**src/rtl/dmem_pkg.sv**
```systemverilog
// dmem_pkg: shared owner-tag encoding, pointer type and default widths for the data-memory arbiter
package dmem_pkg;
    localparam int ADDR_W_DEF = 8;
    localparam int DATA_W_DEF = 8;
    localparam int STARVE_LIMIT_DEF = 8;
    typedef enum logic [1:0] {OWN_NONE, OWN_CPU, OWN_VID, OWN_HOST} owner_e;
    typedef enum logic {PTR_VID, PTR_HOST} ptr_e;
    typedef struct packed {
        owner_e owner;
        logic   we;
    } tag_t;
endpackage

```
**src/rtl/dmem_arbiter_if.sv**
```systemverilog
// dmem_arbiter_if: CPU, video, host and RAM signals of the data-memory arbiter
interface dmem_arbiter_if
    import dmem_pkg::*;
#(
    parameter int ADDR_W = ADDR_W_DEF,
    parameter int DATA_W = DATA_W_DEF
);
    logic              cpu_req, cpu_we, cpu_stall;
    logic [ADDR_W-1:0] cpu_addr;
    logic [DATA_W-1:0] cpu_wdata, cpu_rdata;
    logic              vid_req, vid_ack, vid_valid;
    logic [ADDR_W-1:0] vid_addr;
    logic [DATA_W-1:0] vid_rdata;
    logic              host_req, host_we, host_ack, host_valid;
    logic [ADDR_W-1:0] host_addr;
    logic [DATA_W-1:0] host_wdata, host_rdata;
    logic              mem_we;
    logic [ADDR_W-1:0] mem_addr;
    logic [DATA_W-1:0] mem_wdata, mem_rdata;
    modport slave (
        input  cpu_req, cpu_we, cpu_addr, cpu_wdata, vid_req, vid_addr,
               host_req, host_we, host_addr, host_wdata, mem_rdata,
        output cpu_rdata, cpu_stall, vid_ack, vid_valid, vid_rdata,
               host_ack, host_valid, host_rdata, mem_addr, mem_we, mem_wdata
    );
    modport master (
        output cpu_req, cpu_we, cpu_addr, cpu_wdata, vid_req, vid_addr,
               host_req, host_we, host_addr, host_wdata, mem_rdata,
        input  cpu_rdata, cpu_stall, vid_ack, vid_valid, vid_rdata,
               host_ack, host_valid, host_rdata, mem_addr, mem_we, mem_wdata
    );
endinterface

```
**src/rtl/dmem_rr_sel.sv**
```systemverilog
// dmem_rr_sel: round-robin pick between video and host, CPU first
// DMEM_ARB_STARVE_EN adds a starve counter that stalls the CPU for one cycle after STARVE_LIMIT waits.
module dmem_rr_sel
    import dmem_pkg::*;
#(
    parameter int STARVE_LIMIT = STARVE_LIMIT_DEF
) (
    input  logic clk,
    input  logic reset,
    input  logic cpu_req,
    input  logic vid_req,
    input  logic host_req,
    output logic cpu_stall,
    output logic vid_gnt,
    output logic host_gnt
);
    ptr_e ptr_q, ptr_d;
    logic sec_ok;
    if (STARVE_LIMIT < 1) begin : g_bad_limit
        $error("dmem_rr_sel: STARVE_LIMIT must be at least 1");
    end
`ifdef DMEM_ARB_STARVE_EN
    localparam int CW = $clog2(STARVE_LIMIT + 1);
    logic [CW-1:0] cnt_q, cnt_d;
`endif
    always_comb begin
`ifdef DMEM_ARB_STARVE_EN
        cpu_stall = cnt_q == CW'(STARVE_LIMIT);
`else
        cpu_stall = 1'b0;
`endif
        sec_ok = !cpu_req || cpu_stall;
        vid_gnt = sec_ok && vid_req && (!host_req || ptr_q == PTR_VID);
        host_gnt = sec_ok && host_req && (!vid_req || ptr_q == PTR_HOST);
        ptr_d = vid_gnt ? PTR_HOST : host_gnt ? PTR_VID : ptr_q;
`ifdef DMEM_ARB_STARVE_EN
        // only consecutive unserved cycles count; any grant or idle clears
        cnt_d = (cpu_stall || vid_gnt || host_gnt || !(vid_req || host_req)) ? '0 : cnt_q + CW'(1);
`endif
    end
`ifdef DMEM_ARB_STARVE_EN
    always_ff @(posedge clk or posedge reset)
        if (reset) begin
            ptr_q <= PTR_VID;
            cnt_q <= '0;
        end else begin
            ptr_q <= ptr_d;
            cnt_q <= cnt_d;
        end
`else
    always_ff @(posedge clk or posedge reset)
        if (reset) ptr_q <= PTR_VID;
        else ptr_q <= ptr_d;
`endif
endmodule

```
**src/rtl/dmem_arbiter.sv**
```systemverilog
// dmem_arbiter: shares one synchronous RAM port between CPU, video scanner and host port
// Starvation stall of the CPU is enabled by DMEM_ARB_STARVE_EN (inside dmem_rr_sel).
module dmem_arbiter
    import dmem_pkg::*;
#(
    parameter int ADDR_W = ADDR_W_DEF,
    parameter int DATA_W = DATA_W_DEF,
    parameter int STARVE_LIMIT = STARVE_LIMIT_DEF
) (
    input logic clk,
    input logic reset,
    dmem_arbiter_if.slave bus
);
    logic cpu_stall, vid_gnt, host_gnt, cpu_own;
    tag_t tag_q, tag_d;
    logic [DATA_W-1:0] cpu_rd_q, cpu_rd_d, vid_rd_q, vid_rd_d, host_rd_q, host_rd_d;

    dmem_rr_sel #(.STARVE_LIMIT(STARVE_LIMIT)) u_sel (
        .clk      (clk),
        .reset    (reset),
        .cpu_req  (bus.cpu_req && !reset),
        .vid_req  (bus.vid_req && !reset),
        .host_req (bus.host_req && !reset),
        .cpu_stall(cpu_stall),
        .vid_gnt  (vid_gnt),
        .host_gnt (host_gnt)
    );

    always_comb begin
        cpu_own = bus.cpu_req && !cpu_stall && !reset;
        tag_d.owner = cpu_own ? OWN_CPU : vid_gnt ? OWN_VID : host_gnt ? OWN_HOST : OWN_NONE;
        tag_d.we = cpu_own ? bus.cpu_we : host_gnt && bus.host_we;
        bus.mem_addr = ADDR_W'(cpu_own ? bus.cpu_addr : vid_gnt ? bus.vid_addr : host_gnt ? bus.host_addr : '0);
        bus.mem_we = tag_d.we;
        bus.mem_wdata = cpu_own ? bus.cpu_wdata : host_gnt ? bus.host_wdata : '0;
        bus.cpu_stall = cpu_stall;
        bus.vid_ack = vid_gnt;
        bus.host_ack = host_gnt;
        // RAM data lands one cycle after the grant, so the registered tag steers it
        bus.vid_valid = tag_q.owner == OWN_VID && !tag_q.we;
        bus.host_valid = tag_q.owner == OWN_HOST && !tag_q.we;
        vid_rd_d = bus.vid_valid ? bus.mem_rdata : vid_rd_q;
        host_rd_d = bus.host_valid ? bus.mem_rdata : host_rd_q;
        cpu_rd_d = tag_q.owner == OWN_CPU ? bus.mem_rdata : cpu_rd_q;
        bus.vid_rdata = vid_rd_d;
        bus.host_rdata = host_rd_d;
        bus.cpu_rdata = cpu_rd_d;
    end

    always_ff @(posedge clk or posedge reset)
        if (reset) begin
            tag_q <= '0;
            cpu_rd_q <= '0;
            vid_rd_q <= '0;
            host_rd_q <= '0;
        end else begin
            tag_q <= tag_d;
            cpu_rd_q <= cpu_rd_d;
            vid_rd_q <= vid_rd_d;
            host_rd_q <= host_rd_d;
        end
endmodule
```
**src/flat_wrapper.sv**
```systemverilog
// flat-port wrapper written by rule: the top's interface ports become plain ports
module dmem_arbiter_flat import dmem_pkg::*;
#(
    parameter int ADDR_W = ADDR_W_DEF,
    parameter int DATA_W = DATA_W_DEF,
    parameter int STARVE_LIMIT = STARVE_LIMIT_DEF
)
  (clk, reset, bus_cpu_req, bus_cpu_we, bus_cpu_addr, bus_cpu_wdata, bus_vid_req, bus_vid_addr, bus_host_req, bus_host_we, bus_host_addr, bus_host_wdata, bus_mem_rdata, bus_cpu_rdata, bus_cpu_stall, bus_vid_ack, bus_vid_valid, bus_vid_rdata, bus_host_ack, bus_host_valid, bus_host_rdata, bus_mem_addr, bus_mem_we, bus_mem_wdata);
  dmem_arbiter_if #(.ADDR_W(ADDR_W), .DATA_W(DATA_W)) bus_i ();
  input logic clk;
  input logic reset;
  input wire logic [$bits(bus_i.cpu_req)-1:0] bus_cpu_req;
  input wire logic [$bits(bus_i.cpu_we)-1:0] bus_cpu_we;
  input wire logic [$bits(bus_i.cpu_addr)-1:0] bus_cpu_addr;
  input wire logic [$bits(bus_i.cpu_wdata)-1:0] bus_cpu_wdata;
  input wire logic [$bits(bus_i.vid_req)-1:0] bus_vid_req;
  input wire logic [$bits(bus_i.vid_addr)-1:0] bus_vid_addr;
  input wire logic [$bits(bus_i.host_req)-1:0] bus_host_req;
  input wire logic [$bits(bus_i.host_we)-1:0] bus_host_we;
  input wire logic [$bits(bus_i.host_addr)-1:0] bus_host_addr;
  input wire logic [$bits(bus_i.host_wdata)-1:0] bus_host_wdata;
  input wire logic [$bits(bus_i.mem_rdata)-1:0] bus_mem_rdata;
  output wire logic [$bits(bus_i.cpu_rdata)-1:0] bus_cpu_rdata;
  output wire logic [$bits(bus_i.cpu_stall)-1:0] bus_cpu_stall;
  output wire logic [$bits(bus_i.vid_ack)-1:0] bus_vid_ack;
  output wire logic [$bits(bus_i.vid_valid)-1:0] bus_vid_valid;
  output wire logic [$bits(bus_i.vid_rdata)-1:0] bus_vid_rdata;
  output wire logic [$bits(bus_i.host_ack)-1:0] bus_host_ack;
  output wire logic [$bits(bus_i.host_valid)-1:0] bus_host_valid;
  output wire logic [$bits(bus_i.host_rdata)-1:0] bus_host_rdata;
  output wire logic [$bits(bus_i.mem_addr)-1:0] bus_mem_addr;
  output wire logic [$bits(bus_i.mem_we)-1:0] bus_mem_we;
  output wire logic [$bits(bus_i.mem_wdata)-1:0] bus_mem_wdata;
  assign bus_i.cpu_req = bus_cpu_req;
  assign bus_i.cpu_we = bus_cpu_we;
  assign bus_i.cpu_addr = bus_cpu_addr;
  assign bus_i.cpu_wdata = bus_cpu_wdata;
  assign bus_i.vid_req = bus_vid_req;
  assign bus_i.vid_addr = bus_vid_addr;
  assign bus_i.host_req = bus_host_req;
  assign bus_i.host_we = bus_host_we;
  assign bus_i.host_addr = bus_host_addr;
  assign bus_i.host_wdata = bus_host_wdata;
  assign bus_i.mem_rdata = bus_mem_rdata;
  assign bus_cpu_rdata = bus_i.cpu_rdata;
  assign bus_cpu_stall = bus_i.cpu_stall;
  assign bus_vid_ack = bus_i.vid_ack;
  assign bus_vid_valid = bus_i.vid_valid;
  assign bus_vid_rdata = bus_i.vid_rdata;
  assign bus_host_ack = bus_i.host_ack;
  assign bus_host_valid = bus_i.host_valid;
  assign bus_host_rdata = bus_i.host_rdata;
  assign bus_mem_addr = bus_i.mem_addr;
  assign bus_mem_we = bus_i.mem_we;
  assign bus_mem_wdata = bus_i.mem_wdata;
  dmem_arbiter #(.ADDR_W(ADDR_W), .DATA_W(DATA_W), .STARVE_LIMIT(STARVE_LIMIT)) u_core (.clk(clk), .reset(reset), .bus(bus_i));
endmodule
```
**config.mk**
```make
export PLATFORM = sky130hd
export DESIGN_NAME = dmem_arbiter_flat
export DESIGN_NICKNAME = d
export VERILOG_FILES = /design/src/rtl/dmem_pkg.sv /design/src/rtl/dmem_arbiter_if.sv /design/src/rtl/dmem_rr_sel.sv /design/src/rtl/dmem_arbiter.sv /design/src/flat_wrapper.sv
export SDC_FILE = /design/constraint.sdc
export NUM_CORES = 1
export LEC_CHECK = 0
export ABC_CLOCK_PERIOD_IN_PS = 5500
export CORE_MARGIN = 2
export CORE_UTILIZATION = 40
export CTS_CLUSTER_SIZE = 40
export DETAILED_ROUTE_END_ITERATION = 12
export PLACE_DENSITY = 0.95
export SYNTH_ARGS = -nofsm -noshare
export SYNTH_HDL_FRONTEND = slang
export SYNTH_HIERARCHICAL = 1
export SYNTH_SLANG_ARGS = --single-unit
```
**constraint.sdc**
```tcl
create_clock -name clk -period 5.5 [get_ports clk]
set_input_delay 1.375 -clock clk [delete_from_list [all_inputs] [get_ports clk]]
set_output_delay 1.375 -clock clk [all_outputs]
set_load 0.02 [all_outputs]
```
# Yosys cells after proc, flatten, opt, wreduce, memory -nomap -nowiden
# Index checks and enable logic that the tools add are counted.
dict set report word_totals {
  regBits 28
  output_inout_bits 46
  inputBits 55
  wordCells 42
}
dict set report classes {
  n_bitwise 1
  reduce_logical 18
  n_mux 14
  n_eq_ne 3
}
# operator n
set op_table {}
lappend op_table {{2-to-1 mux 8 bit} 8}
lappend op_table {{logical AND 1 bit} 10}
lappend op_table {{2-to-1 mux 2 bit} 3}
lappend op_table {{zero test 1 bit} 5}
lappend op_table {{== test 2 bit (second input constant)} 2}
lappend op_table {{2-to-1 mux 1 bit} 3}
lappend op_table {{== test 2 x 1 -> 1 bit (second input constant)} 1}
lappend op_table {{logical OR 1 bit} 2}
lappend op_table {{nonzero test 2 bit} 1}
lappend op_table {{inverter 1 bit} 1}

# Logic depth before layout (Yosys ltp)
# Gate-level depths: netlist of the first run.
dict set report logic_depth {
  word_depth 8
  mapped_depth 8
  depth_no_buf 5
}

# Modules after synthesis
# Netlist of the first run, hierarchy kept.
# module seq_area_each_um2 area_each_um2 instances cells_each
set modules_own_cells {}
lappend modules_own_cells {dmem_arbiter 675.6 1524.0 1 131}
lappend modules_own_cells {dmem_rr_sel 25.0 85.1 1 10}

# Worst setup path after synthesis of the first run
# OpenSTA, ideal clock, no wires.
dict set report synth_path {
  path_type {input port to output port}
  start {input reset}
  end {output bus_mem_addr[0]}
  t_arrival_ns 3.086
  path_stages 7
  required_time_ns 4.125
  setup_slack_ns 1.039
  n_path_buf 2
  cell_sequence {buf_6 -> nor2b_1 -> nand2b_1 -> a21oi_1 -> dlygate4sd1_1 -> nand2_1 -> a31oi_2}
}
dict set report synth_between {
  elab_cells_between_ends 16
  cone_classes {3 x mux; 13 x reduce/logical}
}
# element line
set synth_rtl {}
lappend synth_rtl {{from (decl)} flat_wrapper.sv:11} ;# input logic reset;
lappend synth_rtl {{zero test 1 bit (*)} {dmem_arbiter.sv:21, dmem_arbiter.sv:22, dmem_arbiter.sv:23}}
lappend synth_rtl {{logical AND 1 bit, on equally long branches} {dmem_arbiter.sv:21, dmem_arbiter.sv:23}}
lappend synth_rtl {{zero test 1 bit, on equally long branches} {dmem_rr_sel.sv:32, dmem_rr_sel.sv:33}}
lappend synth_rtl {{logical AND 1 bit or logical OR 1 bit (tied branches)} dmem_rr_sel.sv:33} ;# vid_gnt = sec_ok && vid_req && (!host_req || ptr_q == PTR_VID);
lappend synth_rtl {{logical AND 1 bit (*)} dmem_rr_sel.sv:33}
lappend synth_rtl {{named net bus_vid_ack} flat_wrapper.sv:25} ;# output wire logic [$bits(bus_i.vid_ack)-1:0] bus_vid_ack;
lappend synth_rtl {{2-to-1 mux 8 bit (*) (2 in series)} dmem_arbiter.sv:33} ;# bus.mem_addr = ADDR_W'(cpu_own ? bus.cpu_addr : vid_gnt ? bus.vid_addr : host_gnt ? bus.host_addr : '0);
lappend synth_rtl {{to (decl)} flat_wrapper.sv:31} ;# output wire logic [$bits(bus_i.mem_addr)-1:0] bus_mem_addr;
# Mark *: on every way through the listed nets, which the timed path passes. The rest lies on a longest branch.

# Worst setup path after layout of the first run
dict set report layout_path {
  start {input reset}
  end {output bus_mem_addr[4]}
}
dict set report layout_between {
  elab_chain_cells 8
  elab_cells_between_ends 16
  cone_classes {3 x mux; 13 x reduce/logical}
}
# element line
set layout_lines {}
lappend layout_lines {{zero test 1 bit (*)} -}
lappend layout_lines {{logical AND 1 bit, on equally long branches} {dmem_arbiter.sv:21, dmem_arbiter.sv:30, dmem_arbiter.sv:22}}
lappend layout_lines {{zero test 1 bit, on equally long branches} {dmem_rr_sel.sv:32, dmem_rr_sel.sv:34}}
lappend layout_lines {{logical AND 1 bit or logical OR 1 bit (tied branches)} dmem_rr_sel.sv:34} ;# host_gnt = sec_ok && host_req && (!vid_req || ptr_q == PTR_HOST);
lappend layout_lines {{logical AND 1 bit} dmem_rr_sel.sv:34}
lappend layout_lines {{2-to-1 mux 8 bit (2 in series)} dmem_arbiter.sv:33}
lappend layout_lines {{2-to-1 mux 8 bit (*)} dmem_arbiter.sv:33}
# Mark *: on every way between the ends. The rest lies on a longest branch, timed or not.

==> results.py, run 1 <==
metrics = {
    "sta": {
        "setup_tns_ns": 0,
        "max-slew-margin-rel_pct": 37.9,
        "hold_viol": 0,
        "fin_skew_ns": 0.00337,
        "tightestPinTransition_ns": 0.930,
        "maxClockFrequency_ghz": 0.192,
        "post-route-period-util_pct": 94.6,
        "slew_violations": 0,
        "setup_violations": 0,
        "hold_slack_ns": 0.505,
        "rsz0062_at_grt": "no",
        "finalCriticalPeriod_ns": 5.21,
    },
    "synthesis": {
        "syn-cell-area_sq_um": 1610,
        "synth.net_count": 196,
        "postSynthCellCount": 141,
        "ys_seq_area_share_pct": 43.5,
        "syn_avg_cell_area_sq_um": 11.4,
        "ys_ff_latch": 28,
        "yosysWarnings": 6,
        "synthDistinctLibCells": 24,
    },
    "finish": {
        "fin_cells": 287,
        "multi_input_area_sq_um": 761,
        "final-seq-area_sq_um": 701,
        "fillers": 317,
        "design_area_sq_um": 2640,
        "fin_util_pct": 66.9,
        "nets": 294,
        "synthToLayoutAreaGrowth_pct": 64.0,
        "n_antenna_cell": 0,
        "layout_commonest_cell": "clkdlybuf4s50_1",
        "final_cell_mix": "99 x clkdlybuf4s50_1, 28 x dfrtp_1, 24 x mux2_2",
        "drive_gt1_share_pct": 17.3,
    },
    "critical_path": {
        "endpoint": "bus_mem_addr[4]",
        "worst_setup_path_end_kind": "primary output",
        "worstSetupPathType": "input pin to primary output",
        "cp.required_ns": 4.12,
        "startpoint_type": "input pin",
        "timing.rr.start": "u_core/tag_q[2]",
        "cp-startpoint": "reset",
        "critPathArrivalTime_ns": 3.83,
        "rr_worst_depth": 2,
        "cp_max_fo": 20,
        "reg2reg_slack_ns": 3.94,
        "rr_endpoint": "u_core/cpu_rd_q[6]",
    },
    "detailed_routing": {
        "ant_nets": 0,
        "top_layer_used": "met4",
        "drt-initial-drc-count": 77,
        "num_vias": 1393,
        "vias_per_cell": 4.85,
        "dr_wl_met2_mm": 2.13,
        "drt_wl_total_mm": 3.99,
        "drc": 0,
        "dr.pass1.iters": 4,
        "wl_per_cell_microns": 13.9,
        "wl_met3_microns": 313,
        "met1_length_mm": 1.54,
    },
    "pwr": {
        "p_comb_share_pct": 49.7,
        "power_switching_mw": 0.245,
        "vdd_drop_max_mv": 0.113,
        "leakage_nw": 1.10,
        "seqPwrFrac_pct": 36.7,
        "power.internal_mw": 0.513,
        "swShare_pct": 32.3,
        "power_density_nw_per_um2": 287,
        "clock_power_share_pct": 13.6,
    },
    "grt": {
        "grt_pass1_vias": 1424,
        "grt_pass1_wl_mm": 6.21,
        "overflow": 0,
        "grt_use_total_pct": 17.9,
        "grt_max_degree": 28,
        "antenna_found_initial": 0,
    },
    "clocking": {
        "holdBufCountCts": 0,
        "clkTransAtPathRegs_ns": 0.08,
        "cts_setup_buffers": 0,
        "cts_buffers": 3,
        "cts_root_buf": "clkbuf_8",
        "cts.sinks": 28,
        "cts_max_level": 1,
        "cts_tree": "yes",
        "cts_buffer_depth": 2,
        "insertion_delay_ns": 0.26,
        "cts.repair.resized": 0,
    },
    "placement": {
        "dp.cells": 284,
        "hpwlAfterDp_mm": 3.26,
        "place_area_sq_um": 2600,
        "io_buffers": 99,
        "gp_congestion": 0.690,
    },
    "die": {
        "design.core.area_sq_um": 3940,
        "initial_core_util_pct": 40.8,
        "dieHeight_microns": 67.4,
        "io_pins": 101,
        "die_area_sq_um": 4550,
        "fp.dieW_microns": 67.4,
        "rows": 23,
    },
    "worst_hold_path": {
        "min_path_type": "register to register",
    },
    "run_status": {
        "outcome": "complete, no violations",
    },
    "job": {
        "cap_violations": 0,
    },
}
==> through the flow <==
stage / setup WS (ns) / power (mW)
5_1_grt: 0.104 / 0.801
3_3_place_gp: 0.419 / 0.649
4_1_cts: 0.272 / 0.767
3_5_place_dp: 0.276 / 0.664
2_1_floorplan: 1.04 / 0.474
6_report: 0.295 / 0.758
==> logic make-up (layout without fill, tap and decap cells) <==
logic type	after synthesis	after routing	synth area share (%)
other	1	1	0.233
buffers and inverters	24	120	9.18
flip-flops	28	28	43.5
AND/OR/NAND/NOR	42	42	16.0
AO/OA/AOI/OAI	12	12	8.01
multiplexers	34	34	23.0
==> state kept, by name, summed over array words and instances (netlist names) <==
name,cells
u_core/host_rd_q,8
u_core/vid_rd_q,8
u_core/u_sel/ptr_q,1
u_core/tag_q,3
u_core/cpu_rd_q,8
==> synthesized netlist by cell type <==
master | number | share of area [%]
o21a_1 | 1 | 0.47
clkbuf_1 | 1 | 0.23
nor4b_1 | 8 | 4.4
conb_1 | 1 | 0.23
mux2i_1 | 10 | 6.2
nand3b_1 | 9 | 4.2
inv_1 | 14 | 3.3
nor2b_1 | 4 | 1.6
buf_6 | 4 | 2.8
buf_2 | 2 | 0.62
o21ai_0 | 1 | 0.31
dlygate4sd1_1 | 1 | 0.54
nor3b_1 | 1 | 0.47
a31oi_2 | 8 | 6.2
a21boi_2 | 1 | 0.70
nor2b_2 | 1 | 0.54
mux2_2 | 24 | 17
nand2_1 | 17 | 4.0
nand2b_1 | 1 | 0.39
a21oi_1 | 1 | 0.31
buf_12 | 1 | 1.2
buf_4 | 1 | 0.47
dfrtp_1 | 28 | 44
or3b_1 | 1 | 0.54
==> cell type report <==
| class | count | area share, % |
|---|---|---|
| repair buffers | 103 | 38.7 |
| flip-flops and latches | 28 | 26.6 |
| clock buffers | 3 | 1.56 |
| well taps | 50 | 2.37 |
| inverters | 14 | 1.99 |
| multi-input cells | 89 | 28.8 |
==> worst max-delay path: stages <==
cell and delay [ns]:
clkdlybuf4s50_1 0.64, nor2b_1 0.26, nor2b_2 0.19, a21boi_2 0.16, buf_4 0.24, nand3b_1 0.13, a31oi_2 0.21, clkdlybuf4s50_1 0.62
==> metal layers <==
layer  track usage, %  vias up
li1                 -      674
met1             19.5      651
met2             34.8       66
met3             3.83        2
met4             4.34        0
met5                0        -
==> power by group through the flow <==
stage	Combinational [mW]	Sequential (mW)	Clock [mW]
2_1_floorplan	0.199	0.276	0
3_3_place_gp	0.372	0.277	0
3_5_place_dp	0.380	0.283	0
4_1_cts	0.382	0.279	0.105
5_1_grt	0.401	0.284	0.116
6_report	0.377	0.278	0.103
==> worst min path at each step <==
stage	from	end	slack, ns	cells after the start
6_report	u_core/host_rd_q[6]	u_core/host_rd_q[6]	0.50	1
3_3_place_gp	u_core/host_rd_q[2]	u_core/host_rd_q[2]	0.48	1
3_5_place_dp	u_core/host_rd_q[6]	u_core/host_rd_q[6]	0.49	1
5_1_grt	u_core/host_rd_q[6]	u_core/host_rd_q[6]	0.52	1
4_1_cts	u_core/host_rd_q[6]	u_core/host_rd_q[6]	0.51	1
2_1_floorplan	u_core/u_sel/ptr_q	u_core/u_sel/ptr_q	0.47	1
Power figures use the tool's default switching activity.
==> run 2: changes to the inputs <==
--- a/config.mk
+++ b/config.mk
@@ -6,11 +6,12 @@
 export NUM_CORES = 1
 export LEC_CHECK = 0
 export ABC_CLOCK_PERIOD_IN_PS = 5500
+export CORE_ASPECT_RATIO = 0.5
 export CORE_MARGIN = 2
 export CORE_UTILIZATION = 40
 export CTS_CLUSTER_SIZE = 40
 export DETAILED_ROUTE_END_ITERATION = 12
-export PLACE_DENSITY = 0.95
+export PLACE_DENSITY = 0.87
 export SYNTH_ARGS = -nofsm -noshare
 export SYNTH_HDL_FRONTEND = slang
 export SYNTH_HIERARCHICAL = 1
==> run 2 against run 1 <==
Compared with the run above: core utilization up 1.7 points; worst hold slack worse by 0.0017 ns; routed wire length increased by 8.1%; global-route usage increased by 1.1 points; critical path depth is 1 higher; register-to-register slack is essentially flat; worst setup slack improved by 0.15 ns; final cell count is 2.1% higher; design area increased by 1.0%; clock skew fell by 0.0017 ns; largest power group unchanged; highest routed layer unchanged.
==> results.py, run 2 (same netlist as run 1, synthesis figures left out) <==
metrics = {
    "run_status": {
        "outcome": "complete, no violations",
    },
    "finish": {
        "layout_commonest_cell": "clkdlybuf4s50_1",
        "drive_gt1_share_pct": 18.0,
        "fin_util_pct": 68.6,
        "fillers": 304,
        "n_antenna_cell": 0,
        "final_cell_mix": "99 x clkdlybuf4s50_1, 28 x dfrtp_1, 24 x mux2_2",
        "multi_input_area_sq_um": 761,
        "fin_cells": 293,
        "nets": 295,
        "synthToLayoutAreaGrowth_pct": 65.6,
        "final-seq-area_sq_um": 701,
        "design_area_sq_um": 2670,
        "reg_top3": "u_core/cpu_rd_q (8), u_core/host_rd_q (8), u_core/vid_rd_q (8)",
    },
    "clocking": {
        "cts_root_buf": "clkbuf_8",
        "cts_buffer_depth": 2,
        "holdBufCountCts": 0,
        "insertion_delay_ns": 0.27,
        "cts_buffers": 3,
        "cts_tree": "yes",
        "cts.repair.resized": 0,
        "cts_max_level": 1,
        "cts_setup_buffers": 0,
        "clkTransAtPathRegs_ns": 0.09,
        "cts.sinks": 28,
    },
    "critical_path": {
        "rr_worst_depth": 2,
        "cp.required_ns": 4.12,
        "startpoint_type": "input pin",
        "critPathArrivalTime_ns": 3.68,
        "worst_setup_path_end_kind": "primary output",
        "reg2reg_slack_ns": 3.93,
        "timing.rr.start": "u_core/tag_q[2]",
        "worstSetupPathType": "input pin to primary output",
        "rr_endpoint": "u_core/cpu_rd_q[3]",
        "cp_max_fo": 19,
    },
    "detailed_routing": {
        "drc": 0,
        "drt-initial-drc-count": 18,
        "wl_per_cell_microns": 14.7,
        "vias_per_cell": 4.78,
        "drt_wl_total_mm": 4.32,
        "dr.pass1.iters": 4,
        "num_vias": 1400,
        "ant_nets": 0,
    },
    "sta": {
        "finalCriticalPeriod_ns": 5.05,
        "hold_viol": 0,
        "rsz0062_at_grt": "no",
        "setup_violations": 0,
        "fin_skew_ns": 0.00163,
        "slew_violations": 0,
        "tightestPinTransition_ns": 0.999,
        "max-slew-margin-rel_pct": 33.3,
        "fin_ws_ns": 0.445,
        "setup_tns_ns": 0,
        "post-route-period-util_pct": 91.9,
        "maxClockFrequency_ghz": 0.198,
    },
    "pwr": {
        "seqPwrFrac_pct": 35.6,
        "vdd_drop_max_mv": 0.110,
        "power.internal_mw": 0.528,
        "leakage_nw": 1.11,
        "clock_power_share_pct": 15.8,
        "p_comb_share_pct": 48.6,
        "power_switching_mw": 0.250,
        "power_density_nw_per_um2": 292,
        "swShare_pct": 32.1,
    },
    "die": {
        "die_area_sq_um": 4580,
        "design.core.area_sq_um": 3880,
        "initial_core_util_pct": 41.4,
        "io_pins": 101,
        "fp.dieW_microns": 93.7,
        "dieHeight_microns": 48.9,
        "rows": 16,
    },
    "worst_hold_path": {
        "worstHoldStart": "u_core/vid_rd_q[3]",
        "min_path_type": "register to register",
        "min_to": "u_core/vid_rd_q[3]",
        "whs_path_depth": 1,
    },
    "grt": {
        "grt_use_total_pct": 19.0,
        "antenna_found_initial": 0,
        "grt_pass1_wl_mm": 6.95,
        "overflow": 0,
        "grt_pass1_vias": 1462,
        "grt_max_degree": 28,
    },
    "placement": {
        "place_ws_ns": 0.448,
        "place_area_sq_um": 2610,
        "hpwlAfterDp_mm": 3.42,
        "dp.cells": 289,
        "io_buffers": 99,
        "gp_congestion": 0.871,
    },
    "job": {
        "cap_violations": 0,
    },
}
## run 2: cell types whose count changed in the layout (fill, tap and decap cells not counted), sizes merged
cell    change
buf         +1
clkbuf      +1
## run 2: metal layers
layer	global-route usage [%]	wire (microns)	up-vias
met5	0	0	-
met4	5.31	51	0
met3	3.25	161	6
met2	36.2	2360	30
met1	22.0	1750	683
li1	-	-	681
## run 2: worst max path at each step
stage               slack, ns         endpoint   from
finish                   0.45  bus_mem_addr[3]  reset
global route             0.29  bus_mem_addr[4]  reset
CTS                      0.44  bus_mem_addr[5]  reset
detailed placement       0.45  bus_mem_addr[5]  reset
global placement         0.54  bus_mem_addr[5]  reset
floorplan                1.04  bus_mem_addr[0]  reset
## run 2: layout make-up
type                       count  area share [%]
multi-input combinational     89            28.5
timing repair buffer         104            38.6
clock buffer                   4            2.07
tap                           54            2.54
sequential                    28            26.3
inverter                      14            1.97
## run 2: power by group through the flow
stage	Clock, mW	Sequential, mW	Combinational, mW
2_1_floorplan	0	0.276	0.199
3_3_place_gp	0	0.278	0.373
3_5_place_dp	0	0.282	0.380
4_1_cts	0.127	0.278	0.382
5_1_grt	0.135	0.283	0.400
6_report	0.123	0.277	0.378
## run 2: critical path, cell delays in order
cell	delay [ns]
clkdlybuf4s50_1	0.54
buf_4	0.19
nor2b_1	0.07
nor2b_2	0.13
a21boi_2	0.19
buf_4	0.25
nand3b_1	0.12
a31oi_2	0.19
clkdlybuf4s50_1	0.62
## run 2: stage by stage
step	power, mW	hold slack [ns]
after floorplan	0.474	0.472
after global placement	0.650	0.478
after detailed placement	0.662	0.486
after CTS	0.787	0.508
after global routing	0.817	0.514
final	0.779	0.503
